[config.mk]
export PLATFORM = sky130hd
export DESIGN_NAME = rptr_empty_lvl_flat
export DESIGN_NICKNAME = d
export VERILOG_FILES = /design/src/rtl/rptr_empty_lvl_if.sv /design/src/rtl/rptr_empty_lvl.sv /design/src/flat_wrapper.sv
export SDC_FILE = /design/constraint.sdc
export NUM_CORES = 1
export LEC_CHECK = 0
export CORE_ASPECT_RATIO = 1.75
export CORE_UTILIZATION = 48
export DETAILED_ROUTE_END_ITERATION = 6
export DONT_BUFFER_PORTS = 1
export SLEW_MARGIN = 15
export SYNTH_ARGS = -nofsm -noshare
export SYNTH_HDL_FRONTEND = slang
export SYNTH_SLANG_ARGS = --single-unit
export TNS_END_PERCENT = 10
[constraint.sdc]
create_clock -name rclk -period 5 [get_ports rclk]
set_input_delay 1 -clock rclk [delete_from_list [all_inputs] [get_ports rclk]]
set_output_delay 1 -clock rclk [all_outputs]
set_load 0.005 [all_outputs]
[src/rtl/rptr_empty_lvl_if.sv]
// Read-side FIFO control bundle: pop request and synced write pointer in,
// address, Gray pointer, empty/level/almost-empty and underflow flags out.
interface rptr_empty_lvl_if #(
  parameter int ADDRSIZE = 9
);
  logic                rinc;
  logic [ADDRSIZE:0]   rq2_wptr;
  logic [ADDRSIZE-1:0] raddr;
  logic [ADDRSIZE:0]   rptr;
  logic                rempty;
  logic [ADDRSIZE:0]   rlevel;
  logic                ralmost_empty;
  logic                rerr;

  modport master (
    output rinc, rq2_wptr,
    input  raddr, rptr, rempty,
    input  rlevel, ralmost_empty, rerr
  );

  modport slave (
    input  rinc, rq2_wptr,
    output raddr, rptr, rempty,
    output rlevel, ralmost_empty, rerr
  );
endinterface

[src/rtl/rptr_empty_lvl.sv]
// Async FIFO read pointer / empty / fill-level controller (rclk domain).
// Ports: rclk, rrst (sync, active-high), bus (slave: rinc, rq2_wptr in;
//   raddr, rptr, rempty, rlevel, ralmost_empty, rerr out).
// Macro RPTR_UNDERFLOW_DET_EN compiles in the sticky rerr register.
module rptr_empty_lvl #(
  parameter int ADDRSIZE  = 9,
  parameter int AE_THRESH = 4
) (
  input logic            rclk,
  input logic            rrst,
  rptr_empty_lvl_if.slave bus
);

  localparam logic [ADDRSIZE:0] AE_LIM =
    (ADDRSIZE+1)'(AE_THRESH);

  logic [ADDRSIZE:0] rbin;
  logic [ADDRSIZE:0] rgray;
  logic [ADDRSIZE:0] rlvl;
  logic              rempty_q;
  logic              rae_q;

  logic              pop;
  logic [ADDRSIZE:0] rbin_nx;
  logic [ADDRSIZE:0] rgray_nx;
  logic [ADDRSIZE:0] wbin;
  logic [ADDRSIZE:0] rlvl_nx;
  logic              rempty_nx;
  logic              rae_nx;

  // Gating by the registered empty makes a held rinc on empty harmless.
  assign pop = bus.rinc & ~rempty_q;

  always_comb begin
    rbin_nx  = rbin + {{ADDRSIZE{1'b0}}, pop};
    rgray_nx = (rbin_nx >> 1) ^ rbin_nx;
    // Gray to binary: XOR prefix from the MSB down.
    wbin           = '0;
    wbin[ADDRSIZE] = bus.rq2_wptr[ADDRSIZE];
    for (int i = ADDRSIZE - 1; i >= 0; i--) begin
      wbin[i] = wbin[i+1] ^ bus.rq2_wptr[i];
    end
    // Modulo difference; 2^ADDRSIZE encodes a full FIFO.
    rlvl_nx   = wbin - rbin_nx;
    rempty_nx = (rgray_nx == bus.rq2_wptr);
    rae_nx    = (rlvl_nx <= AE_LIM);
  end

  always_ff @(posedge rclk) begin
    if (rrst) begin
      rbin     <= '0;
      rgray    <= '0;
      rlvl     <= '0;
      rempty_q <= 1'b1;
      rae_q    <= 1'b1;
    end else begin
      rbin     <= rbin_nx;
      rgray    <= rgray_nx;
      rlvl     <= rlvl_nx;
      rempty_q <= rempty_nx;
      rae_q    <= rae_nx;
    end
  end

`ifdef RPTR_UNDERFLOW_DET_EN
  logic err_q;

  always_ff @(posedge rclk) begin
    if (rrst) begin
      err_q <= 1'b0;
    end else if (bus.rinc & rempty_q) begin
      err_q <= 1'b1;
    end
  end

  assign bus.rerr = err_q;
`else
  assign bus.rerr = 1'b0;
`endif

  assign bus.raddr         = rbin[ADDRSIZE-1:0];
  assign bus.rptr          = rgray;
  assign bus.rempty        = rempty_q;
  assign bus.rlevel        = rlvl;
  assign bus.ralmost_empty = rae_q;

endmodule

[src/flat_wrapper.sv]
// flat-port wrapper written by rule: the top's interface ports become plain ports
module rptr_empty_lvl_flat 
#(
  parameter int ADDRSIZE  = 9,
  parameter int AE_THRESH = 4
)
  (rclk, rrst, bus_rinc, bus_rq2_wptr, bus_raddr, bus_rptr, bus_rempty, bus_rlevel, bus_ralmost_empty, bus_rerr);
  rptr_empty_lvl_if #(.ADDRSIZE(ADDRSIZE)) bus_i ();
  input logic rclk;
  input logic rrst;
  input wire logic [$bits(bus_i.rinc)-1:0] bus_rinc;
  input wire logic [$bits(bus_i.rq2_wptr)-1:0] bus_rq2_wptr;
  output wire logic [$bits(bus_i.raddr)-1:0] bus_raddr;
  output wire logic [$bits(bus_i.rptr)-1:0] bus_rptr;
  output wire logic [$bits(bus_i.rempty)-1:0] bus_rempty;
  output wire logic [$bits(bus_i.rlevel)-1:0] bus_rlevel;
  output wire logic [$bits(bus_i.ralmost_empty)-1:0] bus_ralmost_empty;
  output wire logic [$bits(bus_i.rerr)-1:0] bus_rerr;
  assign bus_i.rinc = bus_rinc;
  assign bus_i.rq2_wptr = bus_rq2_wptr;
  assign bus_raddr = bus_i.raddr;
  assign bus_rptr = bus_i.rptr;
  assign bus_rempty = bus_i.rempty;
  assign bus_rlevel = bus_i.rlevel;
  assign bus_ralmost_empty = bus_i.ralmost_empty;
  assign bus_rerr = bus_i.rerr;
  rptr_empty_lvl #(.ADDRSIZE(ADDRSIZE), .AE_THRESH(AE_THRESH)) u_core (.rclk(rclk), .rrst(rrst), .bus(bus_i));
endmodule
==> flow_metrics.tcl <==
set metrics [dict create \
    dr_total_vias 1564 \
    grt_pass1_vias 1628 \
    synth_flop_cell "dfxtp_1" \
    pwr_density_cell_nw_per_um2 343 \
    ys_types 47 \
    crit_path_start_kind "input pin" \
    seq_power_share 0.405 \
    yosys_warnings 0 \
    status "complete, no violations" \
    hp-class "flop to flop" \
    synthArstFlopShare 0 \
    viasPerCell 5.59 \
    slowest_delay_ps 410 \
    post-route-period-util 0.766 \
    worst_ir_drop_vdd_v 0.000242 \
    max_cap_violations 0 \
    cp_common_cell "xor2_2" \
    die_height_um 87.7 \
    grt_pass1_wl_um 7340 \
    syn_to_final_growth_pct 4.41 \
    worstPathArrival_ps 4000 \
    route.detailed.drc 0 \
    wire_per_inst_um 15.2 \
    drive_above_1_share 0.0517 \
    drtAntennaViolNets 0 \
    ys_seq_elements 31 \
    hold_violations 0 \
    gp_congestion 0.891 \
    grt_use_total 0.218 \
    cts_hold_buf 0 \
    postCtsSetupBuffers 0 \
    synth_edf_count 0 \
    finalCriticalPeriod_ps 3830 \
    tns_ps 0 \
    syn_area_um2 2020 \
    insertion_delay_ps 280 \
    first_iter_violations 61 \
    overflow 0 \
    worstSetupPathType "input pin to flop" \
    die_area_um2 4470 \
    cts_tree "done" \
    antenna_found_initial 0 \
    power_switching_uw 228 \
    grt_max_degree 32 \
    slowest_stage "fa_1" \
    worst_pin_slew_ps 579 \
    fp.coreArea_um2 3940 \
    firstDrtPassIters 4 \
    fmax_mhz 261 \
    antenna_cells 0 \
    finalSetupViolCount 0 \
    swShare 0.316 \
    cpLargestDelayFamily "XOR/XNOR gates" \
    place_hpwl_um 3270 \
    fin_ws_ps 1170 \
    cp_num_buf_inv 0 \
    cp_max_fo 5 \
    worstPathRequired_ps 5170 \
    start_util 0.511 \
    clk_pin_slew_worst_paths_ps 60 \
    syn_nets 261 \
    h-tree-depth 2 \
    p_int_uw 494 \
    die_width_um 51.0 \
    slew_headroom 0.611 \
    crit_path_cell_trace "xor2_2 -> xnor2_2 -> xor2_2 -> xor2_2 -> xnor2_2 -> xnor2_4 -> xnor2_1 -> ha_1 -> fa_1 -> nor2b_1 -> o31a_1 -> o21ai_0 -> nand2b_1 -> xnor2_1 -> and4_1 -> a41o_1" \
    dp_slack_ps 851 \
    rsz0062_at_grt "no" \
    syn_inst 236 \
    wirelength_um 4260 \
    ctsResizeCount 0 \
    ios 45 \
    syn_area_per_cell_um2 8.54 \
    pwr-share-clk 0.241 \
    ys_seq_area_frac 0.308 \
    leakage_uw 0.000824 \
    num-fill-cells 397 \
    combPwrFrac 0.353 \
    io_buffers 0 \
    cts_buffer_depth 2 \
    end_kind "flop" \
    row_count 30 \
    cts-root-buf "clkbuf_8" \
    fin_skew_ps 5.27 \
    drv_slew 0 \
    fin_nets 258 \
    numCtsBuffers 5 \
    cts.sinks 31 \
]
==> placed cells by master (no fill, tap or decap), types with 4 or more instances in the layout <==
cell type	n
xnor2_1	30
a21oi_1	6
dfxtp_1	31
nand2_1	12
a21o_1	6
inv_1	9
nor2b_1	4
nor2_1	38
clkbuf_8	5
o21ai_0	7
ha_1	11
nor3_1	5
nand3_1	8
xor2_1	11
==> worst paths after layout <==
check	startpoint	to	slack, ps	depth (start not counted)
worst min-delay path	u_core.bus.rptr[9]	u_core.bus.rptr[9]	660	2
worst min register to register	u_core.bus.rptr[9]	u_core.bus.rptr[9]	660	2
worst max-delay path	bus_rq2_wptr[9]	u_core.bus.ralmost_empty	1170	16
worst max register to register	u_core.bus.rempty	u_core.bus.ralmost_empty	1600	13
==> power groups by stage <==
stage	sequential, uW	combinational, uW	clock (uW)
final	293	255	174
after floorplan	294	220	0
after detailed placement	297	256	0
after global placement	299	252	0
after global routing	296	293	190
after CTS	293	258	182
==> routing by layer <==
layer	wire, um	global-route usage	vias up
met5	0	0	-
met4	114	0.116	0
met3	178	0.0538	10
met2	2250	0.380	34
met1	1720	0.236	734
li1	-	-	786
==> worst reg2reg max path: cells and delay by family (launching register included) <==
family,cells,cell delay [ps]
fa+ha+maj,3,1020
compound gates,6,1150
simple gates,1,130
buf+inv,1,200
flops,1,320
xor+xnor,2,510
==> metrics by stage <==
step | hold WS (ps) | util | area [um^2] | instances | total power, uW
finish | 659 | 0.534 | 2100 | 280 | 722
global route | 726 | 0.534 | 2100 | 280 | 779
CTS | 664 | 0.534 | 2100 | 280 | 734
detailed placement | 645 | 0.516 | 2030 | 274 | 553
global placement | 626 | 0.516 | 2030 | 274 | 551
floorplan | 588 | - | 2020 | 236 | 514
==> cells in the mapped netlist, types with 3 or more instances <==
master | number | area (um^2)
nor2_1 | 38 | 143
dfxtp_1 | 31 | 621
xnor2_1 | 30 | 263
nand2_1 | 12 | 45.0
ha_1 | 11 | 138
xor2_1 | 11 | 96.3
inv_1 | 9 | 33.8
nand3_1 | 8 | 40.0
clkbuf_1 | 7 | 26.3
o21ai_0 | 7 | 35.0
a21o_1 | 6 | 45.0
a21oi_1 | 6 | 30.0
nor3_1 | 5 | 25.0
nor2b_1 | 4 | 25.0
a31oi_1 | 3 | 18.8
and2_1 | 3 | 18.8
nand2b_1 | 3 | 18.8
o21a_1 | 3 | 22.5
o22ai_1 | 3 | 18.8
xor2_2 | 3 | 48.8
==> cells by family after synthesis <==
kind of cell,Yosys count,share of synthesized area
adder cells (fa/ha/maj),12,0.0782
buffers and inverters,19,0.0385
XOR/XNOR,47,0.232
AO/OA/AOI/OAI,43,0.149
flip-flops,31,0.308
other,1,0.00186
AND/OR/NAND/NOR,83,0.192
==> area by class of cell <==
type / instances / area (um^2) / share of cell area
multi-input cells: 186 / 1320 / 0.626
flip-flops and latches: 31 / 621 / 0.295
clock buffers: 6 / 72.6 / 0.0345
inverters: 9 / 33.8 / 0.0161
well taps: 48 / 60.1 / 0.0285
==> flip-flops by register name, indices dropped and copies added, names as in the netlist <==
signal                    cells
u_core.bus.rlevel            10
u_core.bus.rptr              10
u_core.rbin                   9
u_core.bus.ralmost_empty      1
u_core.bus.rempty             1
Note: power is estimated with default switching activity, not from simulation.
